## src/rtl/ring_token_arbiter_if.sv

```systemverilog
// Bundle between the ring token arbiter and its local ring clients.
// Handshake: a client holds req until it releases; arm selects the only client
// allowed to seize the next Token slot; owner marks the holder; a one-cycle rel
// from the owner ends ownership; waiting = req & ~arm & ~owner blocks seizing.
interface ring_token_arbiter_if #(
  parameter int NREQ = 4
);
  logic [NREQ-1:0] req;
  logic [NREQ-1:0] rel;
  logic [3:0]      SlotTypeIn;
  logic [NREQ-1:0] arm;
  logic [NREQ-1:0] owner;
  logic [NREQ-1:0] waiting;
  logic            busy;
  logic            timeout;
  logic [1:0]      dbg_state;

  modport master (
    output req, rel, SlotTypeIn,
    input  arm, owner, waiting, busy, timeout, dbg_state
  );

  modport slave (
    input  req, rel, SlotTypeIn,
    output arm, owner, waiting, busy, timeout, dbg_state
  );
endinterface

```

## src/rtl/ring_token_arbiter.sv

```systemverilog
// Round-robin arbiter sharing one ring-token claim among NREQ local clients.
// Optional macro ARB_DCACHE_PRIORITY_EN: client 0 (cache) wins every arbitration.
module ring_token_arbiter #(
  parameter int NREQ           = 4,
  parameter int TIMEOUT_CYCLES = 1024,
  parameter int TCW            = 11
) (
  input logic                 clock,
  input logic                 reset,
  ring_token_arbiter_if.slave bus
);
  localparam int              IW         = (NREQ > 1) ? $clog2(NREQ) : 1;
  localparam logic [3:0]      SLOT_TOKEN = 4'd1;
  localparam logic [NREQ-1:0] ONE        = NREQ'(1);

  typedef enum logic [1:0] {
    IDLE  = 2'd0,
    ARMED = 2'd1,
    OWNED = 2'd2
  } state_t;

  state_t          state, state_n;
  logic [NREQ-1:0] arm_q, arm_n;
  logic [NREQ-1:0] owner_q, owner_n;
  logic [IW-1:0]   ptr, ptr_n;
  logic [IW-1:0]   sel, sel_n;
  logic            prio, prio_n;
  logic [TCW-1:0]  wdog, wdog_n;
  logic            timeout_q, timeout_n;

  logic            win_found;
  logic [IW-1:0]   win_idx;
  logic            win_prio;
  logic [IW-1:0]   scan;

  // Circular scan from ptr upward; the first requester found wins.
  always_comb begin
    win_found = 1'b0;
    win_idx   = '0;
    win_prio  = 1'b0;
    scan      = '0;
    for (int k = 0; k < NREQ; k++) begin
      scan = IW'((int'(ptr) + k) % NREQ);
      if (!win_found && bus.req[scan]) begin
        win_found = 1'b1;
        win_idx   = scan;
      end
    end
`ifdef ARB_DCACHE_PRIORITY_EN
    if (bus.req[0]) begin
      win_found = 1'b1;
      win_idx   = '0;
      win_prio  = 1'b1;
    end
`endif
  end

  always_comb begin
    state_n   = state;
    arm_n     = arm_q;
    owner_n   = owner_q;
    ptr_n     = ptr;
    sel_n     = sel;
    prio_n    = prio;
    wdog_n    = wdog;
    timeout_n = timeout_q;
    unique case (state)
      IDLE: begin
        if (win_found) begin
          arm_n   = ONE << win_idx;
          sel_n   = win_idx;
          prio_n  = win_prio;
          state_n = ARMED;
        end
      end
      ARMED: begin
        // A token seen while the armed request is withdrawn is left on the ring.
        if (bus.req[sel]) begin
          if (bus.SlotTypeIn == SLOT_TOKEN) begin
            owner_n = arm_q;
            arm_n   = '0;
            wdog_n  = '0;
            state_n = OWNED;
          end
        end else begin
          arm_n   = '0;
          state_n = IDLE;
        end
      end
      OWNED: begin
        if (wdog != '1) wdog_n = wdog + 1'b1;
        if (TIMEOUT_CYCLES != 0 && wdog == TCW'(TIMEOUT_CYCLES - 1)) timeout_n = 1'b1;
        if (bus.rel[sel]) begin
          owner_n = '0;
          state_n = IDLE;
          // Priority wins leave the rotation point where it was.
          if (!prio) ptr_n = (sel == IW'(NREQ - 1)) ? '0 : sel + 1'b1;
        end
      end
      default: state_n = IDLE;
    endcase
  end

  always_ff @(posedge clock or negedge reset) begin
    if (!reset) begin
      state     <= IDLE;
      arm_q     <= '0;
      owner_q   <= '0;
      ptr       <= '0;
      sel       <= '0;
      prio      <= 1'b0;
      wdog      <= '0;
      timeout_q <= 1'b0;
    end else begin
      state     <= state_n;
      arm_q     <= arm_n;
      owner_q   <= owner_n;
      ptr       <= ptr_n;
      sel       <= sel_n;
      prio      <= prio_n;
      wdog      <= wdog_n;
      timeout_q <= timeout_n;
    end
  end

  assign bus.arm       = arm_q;
  assign bus.owner     = owner_q;
  assign bus.waiting   = bus.req & ~arm_q & ~owner_q;
  assign bus.busy      = (state != IDLE);
  assign bus.timeout   = timeout_q;
  assign bus.dbg_state = state;
endmodule

```

## src/flat_wrapper.sv

```systemverilog
// flat-port wrapper written by rule: the top's interface ports become plain ports
module ring_token_arbiter_flat 
#(
  parameter int NREQ           = 4,
  parameter int TIMEOUT_CYCLES = 1024,
  parameter int TCW            = 11
)
  (clock, reset, bus_req, bus_rel, bus_SlotTypeIn, bus_arm, bus_owner, bus_waiting, bus_busy, bus_timeout, bus_dbg_state);
  ring_token_arbiter_if #(.NREQ(NREQ)) bus_i ();
  input logic clock;
  input logic reset;
  input wire logic [$bits(bus_i.req)-1:0] bus_req;
  input wire logic [$bits(bus_i.rel)-1:0] bus_rel;
  input wire logic [$bits(bus_i.SlotTypeIn)-1:0] bus_SlotTypeIn;
  output wire logic [$bits(bus_i.arm)-1:0] bus_arm;
  output wire logic [$bits(bus_i.owner)-1:0] bus_owner;
  output wire logic [$bits(bus_i.waiting)-1:0] bus_waiting;
  output wire logic [$bits(bus_i.busy)-1:0] bus_busy;
  output wire logic [$bits(bus_i.timeout)-1:0] bus_timeout;
  output wire logic [$bits(bus_i.dbg_state)-1:0] bus_dbg_state;
  assign bus_i.req = bus_req;
  assign bus_i.rel = bus_rel;
  assign bus_i.SlotTypeIn = bus_SlotTypeIn;
  assign bus_arm = bus_i.arm;
  assign bus_owner = bus_i.owner;
  assign bus_waiting = bus_i.waiting;
  assign bus_busy = bus_i.busy;
  assign bus_timeout = bus_i.timeout;
  assign bus_dbg_state = bus_i.dbg_state;
  ring_token_arbiter #(.NREQ(NREQ), .TIMEOUT_CYCLES(TIMEOUT_CYCLES), .TCW(TCW)) u_core (.clock(clock), .reset(reset), .bus(bus_i));
endmodule
```

## config.mk

```make
export PLATFORM = sky130hd
export DESIGN_NAME = ring_token_arbiter_flat
export DESIGN_NICKNAME = d
export VERILOG_FILES = /design/src/rtl/ring_token_arbiter_if.sv /design/src/rtl/ring_token_arbiter.sv /design/src/flat_wrapper.sv
export SDC_FILE = /design/constraint.sdc
export NUM_CORES = 1
export LEC_CHECK = 0
export CORE_ASPECT_RATIO = 0.75
export CORE_MARGIN = 10
export CORE_UTILIZATION = 50
export DETAILED_ROUTE_END_ITERATION = 16
export GPL_TIMING_DRIVEN = 0
export PLACE_DENSITY = 0.8
export SYNTH_ARGS = -nofsm -noshare
export SYNTH_HDL_FRONTEND = slang
export SYNTH_SLANG_ARGS = --single-unit
```

## constraint.sdc

```tcl
create_clock -name clock -period 1.9 [get_ports clock]
set_input_delay 0.38 -clock clock [delete_from_list [all_inputs] [get_ports clock]]
set_output_delay 0.38 -clock clock [all_outputs]
set_load 0.03 [all_outputs]
```

==> impl_results.rst, run 1 <==
.. list-table::
   :header-rows: 1

   * - Metric
     - Value
   * - Count of boundary I/O pins
     - 30
   * - Die H
     - 66.8 um
   * - All-layer global routing usage
     - 15.2%
   * - Number of iterations in the first detailed-routing pass
     - 4
   * - Pwr/cell area
     - 1270 nW/um^2
   * - Chip Width
     - 82.3 um
   * - Antenna violations before repair
     - 0
   * - Number of clock sinks
     - 26
   * - Run status
     - completed
   * - Post-Synthesis Cell Area
     - 1460 um^2
   * - Drt first-iter violations
     - 111
   * - Aggregate routed wire length
     - 4.04 mm
   * - Largest net degree at the start of global routing
     - 27
   * - Post-layout min period
     - about 1.9 ns
   * - Worst VDD drop
     - ~0.67 mV
   * - Post-layout worst setup margin
     - 0.0378 ns
   * - Vias in the first global route
     - 1,294
   * - Worst path required time
     - between 2 and 2.5 ns
   * - Maximum clock path buffer count
     - 2
   * - Clock network latency to the later pin of the worst-skew pair
     - around 0.27 ns
   * - Share of final-layout standard cells stronger than drive strength 1
     - 15.6%
   * - CP max-delay cell
     - or4b_4
   * - Critical Path Source Type
     - input pin
   * - Kind of end point of the critical path
     - flip-flop
   * - Remaining max-slew budget at the tightest pin
     - 23.7%
   * - Worst Max-Slew Pin Slew
     - roughly 1.1 ns
   * - GR Overflow Total
     - 0
   * - Hold slack
     - 0.505 ns
   * - Wire length of the first global-routing pass
     - 6.58 mm
   * - Via count of the routed design
     - 1,322
   * - Maxcap violations
     - 0
   * - Routability-driven placement congestion ratio
     - approximately 0.9
   * - Drt via density
     - 6.12
   * - Number of storage elements in the synthesis netlist
     - 26
   * - Master cell of the clock root buffer
     - clkbuf_8
   * - Placeable Area
     - between 2000 and 3000 um^2
   * - Final Hold Fails
     - 0
   * - Number of enable flip-flop cells after synthesis
     - 0
   * - Layout overhead on the synthesized area
     - 28.6%
   * - Final non-filler cell area
     - between 1500 and 2000 um^2
   * - Count of cells along the worst register-to-register path
     - 5
   * - RSZ-0062 raised after global routing
     - true
   * - Dpl hpwl
     - 3.06 mm
   * - Fmax
     - 0.537 GHz
   * - Final standard cell utilization of the core
     - 69.4%
   * - Antenna-violating nets left
     - 0
   * - Instance count along the most critical hold path
     - 1
   * - Clock skew after layout
     - about 0.0014 ns
   * - Class of the tightest hold or removal check
     - flip-flop to flip-flop
   * - Number of nets in the layout
     - 198
   * - Mapped Nets
     - 162
   * - Final cell count without fillers
     - 216
   * - Count of antenna diodes in the layout
     - 0
   * - Critical path class
     - input pin to flip-flop
   * - DRC
     - 0
   * - Maximum fanout count along the critical path
     - 5
   * - Yosys warning total
     - 0
   * - Placed inst area
     - 1790 um^2
   * - FP Rows
     - 16
   * - Count of placed standard cells including taps
     - 211
   * - TritonCTS Buffers
     - 3
   * - Clock tree from TritonCTS
     - done
   * - Final count of pins violating max slew
     - 0
   * - Die Outline Area
     - 5500 um^2
   * - H-Tree Level Count
     - 1
   * - Beginning of the worst register-to-register path
     - u_core.wdog[6]
   * - Clock transition at the registers of the reported paths
     - about 0.08 ns
   * - Arr. time, crit path
     - 2.02 ns
   * - Worst Min Path Start
     - u_core.bus.timeout
   * - Average wire per cell in the routed design
     - 18.7 um
   * - Final setup fails
     - 0
   * - Stage delay of the slowest cell on the critical path
     - about 0.56 ns
   * - Tcrit/Tclk final
     - 98.0%
   * - Starting density of the core
     - 53.9%
   * - Worst-case setup slack after placement
     - -0.430 ns
   * - Proportion of register bits with asynchronous set or reset after synthesis
     - 100%
   * - Synthesized area divided by synthesized cell count
     - 9.98 um^2
   * - Most used DFF post-synth
     - dfrtp_1
   * - Leakage power total
     - 0.765 nW
   * - List of cells traversed by the critical path
     - clkdlybuf4s50_1, or4b_4, or2_4, nor2_4, buf_6, o21ai_0
   * - Post-synthesis cell count
     - ~150
   * - Setup crit start
     - bus_SlotTypeIn[1]
   * - # port buffers
     - 29
   * - Sequential area share after synthesis
     - ~45%
   * - Post-synth cell types
     - 50
final timing paths:
check | to | slack, ns
worst max-delay path | u_core.bus.owner[1] | 0.04
worst min-delay path | u_core.bus.timeout | 0.51
worst max register to register | u_core.wdog[9] | 0.09
worst min register to register | u_core.bus.timeout | 0.51
max in group asynchronous | u_core.bus.owner[3] | 0.50
min in group asynchronous | u_core.ptr[1] | 0.72
final cells by class:
| class | instances | area, um^2 |
|---|---|---|
| tap | 36 | 45.0 |
| inverter | 3 | 11.3 |
| multi-input combinational | 113 | 798 |
| fill | 203 | 828 |
| timing repair buffer | 31 | 295 |
| sequential | 26 | 651 |
| clock buffer | 3 | 41.3 |
| buffer | 4 | 32.5 |
repair_timing:
| action | CTS | global route |
|---|---|---|
| hold buffers | 0 | 0 |
| gates cloned | 1 | 0 |
| pin swaps | 1 | 1 |
| setup buffers | 1 | 0 |
| setup endpoints to repair | 13 | 16 |
| gates resized for setup | 26 | 12 |
cell usage after synthesis (3+ instances only):
cell,count,area (um^2)
a21oi_1,4,20.0
a32o_1,4,40.0
and2_1,4,25.0
dfrtp_1,26,651
inv_1,3,11.3
mux2_2,4,45.0
mux2i_1,5,50.1
nand2_1,17,63.8
nand2b_1,3,18.8
nand3_1,3,15.0
nor2_1,12,45.0
nor3b_1,5,37.5
nor4_1,3,18.8
o21ai_0,9,45.0
metrics by stage:
| step | setup TNS (ns) | total power (W) |
|---|---|---|
| 6_report | 0 | 0.00238 |
| 5_1_grt | -0.0119 | 0.00253 |
| 4_1_cts | 0 | 0.00236 |
| 3_5_place_dp | -6.68 | 0.00207 |
| 3_3_place_gp | -5.84 | 0.00202 |
| 2_1_floorplan | 0 | 0.00164 |
layout by cell type, fill, tap and decap left out, drive strengths merged, types with 2 or more instances in the layout:
| cell type | instances |
|---|---|
| inv | 3 |
| clkdlybuf4s50 | 21 |
| a211oi | 2 |
| o21ai | 9 |
| mux2i | 5 |
| a32o | 4 |
| nor2 | 13 |
| clkdlybuf4s15 | 3 |
| nand2 | 17 |
| dlygate4sd2 | 3 |
| nand4 | 2 |
| nand2b | 3 |
| buf | 7 |
| and2 | 4 |
| nand3 | 3 |
| or3 | 2 |
| xnor2 | 2 |
| and3 | 2 |
| mux2 | 4 |
| dfrtp | 26 |
| ha | 2 |
| nor3b | 5 |
| or2 | 2 |
| nor4 | 3 |
| and4 | 2 |
| a21oi | 5 |
| clkbuf | 4 |
| o22ai | 2 |
sequential cells by signal, summed over array words and instances, names as in the netlist:
name and count:
u_core.wdog 11, u_core.ptr 2, u_core.bus.owner 4, u_core.bus.arm 4, u_core.bus.timeout 1, u_core.bus.dbg_state 2, u_core.sel 2
critical path, delay by kind of cell:
kind                   cells  cell delay, ns
AOI/OAI and AO/OA          1            0.08
and+or+nand+nor            3            1.00
buffers and inverters      2            0.54
per-layer routing:
layer	share of wire, %	vias to the layer above	routed length, um	GRT usage (%)
met3	5.0	11	204	4.83
li1	-	615	-	-
met2	49	43	2000	23.5
met1	44	653	1770	19.6
met5	0	-	0	0
met4	1.8	0	72	4.45
power breakdown:
group	total, W	switching, W	internal [W]	leakage, nW
Clock	0.000301	0.000159	0.000142	0.0216
Sequential	0.00101	0.000263	0.000744	0.337
Combinational	0.00107	0.000611	0.000461	0.407
logic make-up after synthesis:
group,share of synthesized area [%]
AO/OA/AOI/OAI,17.6
flip-flops,44.6
XOR/XNOR,1.20
buffers and inverters,2.66
AND/OR/NAND/NOR,24.1
multiplexers,8.07
adder cells (fa/ha/maj),1.72
No activity file was read; power rests on OpenSTA's default activity.
==> run 2, diff against run 1 <==
Settings changed: CELL_PAD_IN_SITES_DETAIL_PLACEMENT set to 2, CELL_PAD_IN_SITES_GLOBAL_PLACEMENT set to 2, CORE_UTILIZATION 50 to 31.
==> run 2 against run 1 <==
  * Clock-buffer cell count is the same
  * Routed wire length grew 33%
  * Setup slack lost 0.028 ns
  * Sequential share of layout area shrank 1.1 points
  * Sequential cell count is the same
  * Non-clock buffer count is the same
  * Combinational power grew 7%
  * Clock skew shrank 0.00060 ns
  * Hold slack lost 0.38 ns
  * Global-route usage shrank 2.2 points
  * Die area grew 43%
  * Fmax shrank 1.5%
  * Critical endpoint is now u_core.wdog[1]
  * Largest power group unchanged
==> impl_results.rst, run 2 (same netlist as run 1, synthesis figures left out) <==
.. list-table::
   :header-rows: 1

   * - Metric
     - Value
   * - Arr. time, crit path
     - 2.04 ns (+0.02 ns)
   * - Fmax
     - 0.529 GHz (-1.5%)
   * - Most flops, register
     - u_core.wdog
   * - Clock tree from TritonCTS
     - done
   * - Post-layout min period
     - 1.89 ns (+0.0277 ns)
   * - Hold slack
     - 0.121 ns (-0.384 ns)
   * - Critical Path Source Type
     - input pin
   * - Critical path class
     - input pin to flip-flop
   * - # port buffers
     - 29 (unchanged)
   * - H-Tree Level Count
     - 1 (unchanged)
   * - Worst VDD drop
     - 0.425 mV (-36%)
   * - Final setup fails
     - 0 (unchanged)
   * - Chip Width
     - 99.2 um (+20%)
   * - Worst Max-Slew Pin Slew
     - 0.632 ns (-0.509 ns)
   * - Antenna-violating nets left
     - 0 (unchanged)
   * - Remaining max-slew budget at the tightest pin
     - 57.9% (+34 points)
   * - Leakage power total
     - 0.806 nW (+5.3%)
   * - Average wire per cell in the routed design
     - 22.8 um (+22%)
   * - Worst path required time
     - 2.05 ns (about the same)
   * - Number of flip-flops in the largest register
     - 11 (unchanged)
   * - Number of hold buffers added after CTS
     - 0 (unchanged)
   * - Clock transition at the registers of the reported paths
     - 0.09 ns (about the same)
   * - Die Outline Area
     - 7870 um^2 (+43%)
   * - Vias in the first global route
     - 1,476 (+14%)
   * - Clock network latency to the later pin of the worst-skew pair
     - 0.27 ns (about the same)
   * - Top library cells by usage in the layout, fill and taps aside
     - 25 x dfrtp_1, 16 x nand2_1, 15 x clkdlybuf4s50_1
   * - Master cell of the clock root buffer
     - clkbuf_8
   * - Drt via density
     - 5.58 (-8.8%)
   * - Clock skew after layout
     - 0.000752 ns (-0.000600 ns)
   * - Wire length of the first global-routing pass
     - 8.31 mm (+26%)
   * - Post-layout worst setup margin
     - 0.0101 ns (-0.0277 ns)
   * - DRC
     - 0 (unchanged)
   * - Worst-case setup slack after placement
     - -0.491 ns (-0.0613 ns)
   * - Die H
     - 79.4 um (+19%)
   * - Starting density of the core
     - 32.4% (-21 points)
   * - Layout overhead on the synthesized area
     - 33.1%
   * - Number of clock sinks
     - 26 (unchanged)
   * - Maximum clock path buffer count
     - 2 (unchanged)
   * - Maximum fanout count along the critical path
     - 10 (+5)
   * - Pwr/cell area
     - 1290 nW/um^2 (+1.7%)
   * - Final count of pins violating max slew
     - 0 (unchanged)
   * - Antenna violations before repair
     - 0 (unchanged)
   * - Maxcap violations
     - 0 (unchanged)
   * - Aggregate routed wire length
     - 5.39 mm (+33%)
   * - Kind of end point of the critical path
     - flip-flop
   * - Share of final-layout standard cells stronger than drive strength 1
     - 18.9% (+3.3 points)
   * - Number of nets in the layout
     - 198 (unchanged)
   * - Largest net degree at the start of global routing
     - 27 (unchanged)
   * - Via count of the routed design
     - 1,323 (+0.076%)
   * - Final Hold Fails
     - 0 (unchanged)
   * - All-layer global routing usage
     - 12.9% (-2.2 points)
   * - Count of boundary I/O pins
     - 30 (unchanged)
   * - Drt first-iter violations
     - 66 (-41%)
   * - RSZ-0062 raised after global routing
     - true
   * - Tcrit/Tclk final
     - 99.5% (+1.5 points)
   * - Number of iterations in the first detailed-routing pass
     - 4 (unchanged)
   * - TritonCTS Buffers
     - 3 (unchanged)
   * - GR Overflow Total
     - 0 (unchanged)
   * - FP Rows
     - 21 (+5)
   * - Run status
     - completed
   * - Class of the tightest hold or removal check
     - input pin to asynchronous set/reset pin
   * - Count of antenna diodes in the layout
     - 0 (unchanged)
   * - Dpl hpwl
     - 3.71 mm (+21%)
   * - Routability-driven placement congestion ratio
     - 0.778 (-14%)
   * - Placeable Area
     - 4490 um^2 (+66%)
   * - Commonest non-fill, non-tap cell in the layout
     - dfrtp_1
[run 2: area by class of cell]
| cell class | count | area [um^2] |
|---|---|---|
| inverters | 3 | 11.3 |
| fillers | 493 | 2550 |
| clock buffers | 3 | 41.3 |
| flip-flops and latches | 26 | 652 |
| plain buffers | 3 | 31.3 |
| multi-input cells | 113 | 815 |
| well taps | 57 | 71.3 |
| repair buffers | 32 | 319 |
[run 2: report_power, final]
group	leakage [nW]	internal, W	switching [W]	total (W)
registers	0.336	0.000746	0.000309	0.00105
logic	0.448	0.000478	0.000663	0.00114
clock network	0.0216	0.000142	0.000169	0.000311
[run 2: worst paths after layout]
check / start / endpoint / slack [ns] / cells past startpoint
min: reset / u_core.ptr[0] / 0.12 / 1
max in group asynchronous: reset / u_core.bus.dbg_state[0] / 1.33 / 1
min reg2reg: u_core.wdog[10] / u_core.bus.timeout / 0.49 / 1
max reg2reg: u_core.wdog[6] / u_core.wdog[9] / 0.06 / 5
min in group clock: u_core.wdog[10] / u_core.bus.timeout / 0.49 / 1
max: bus_SlotTypeIn[0] / u_core.wdog[1] / 0.01 / 6
[run 2: repair_timing]
| action | CTS | global route |
|---|---|---|
| setup endpoints to repair | 23 | 15 |
| hold endpoints to repair | 0 | 0 |
| pin swaps | 1 | 0 |
| resized for setup | 28 | 14 |
| setup buffers | 2 | 1 |
[run 2: metal layers]
metal	up-vias	track usage [%]	wire length, um
li1	616	-	-
met1	691	16.3	2430
met2	14	22.5	2780
met3	2	3.37	180
met4	0	0.857	6
met5	-	0	0
[run 2: metrics by stage]
step                      setup TNS (ns)  utilization (%)  cells  total power, W  cell area, um^2
after floorplan                        0                -    146         0.00164             1460
after CTS                        -0.0138             42.0    236         0.00245             1890
after detailed placement           -8.19             40.5    232         0.00213             1820
after global routing              -0.169             43.2    237         0.00269             1940
final                                  0             43.2    237         0.00251             1940
after global placement             -6.80             40.5    232         0.00205             1820
[run 2: worst max-delay path, cell delays in order]
cell and delay, ns:
clkdlybuf4s50_1 0.45, or4b_4 0.49, or2_4 0.28, nor2_4 0.17, buf_8 0.16, o21ai_0 0.10
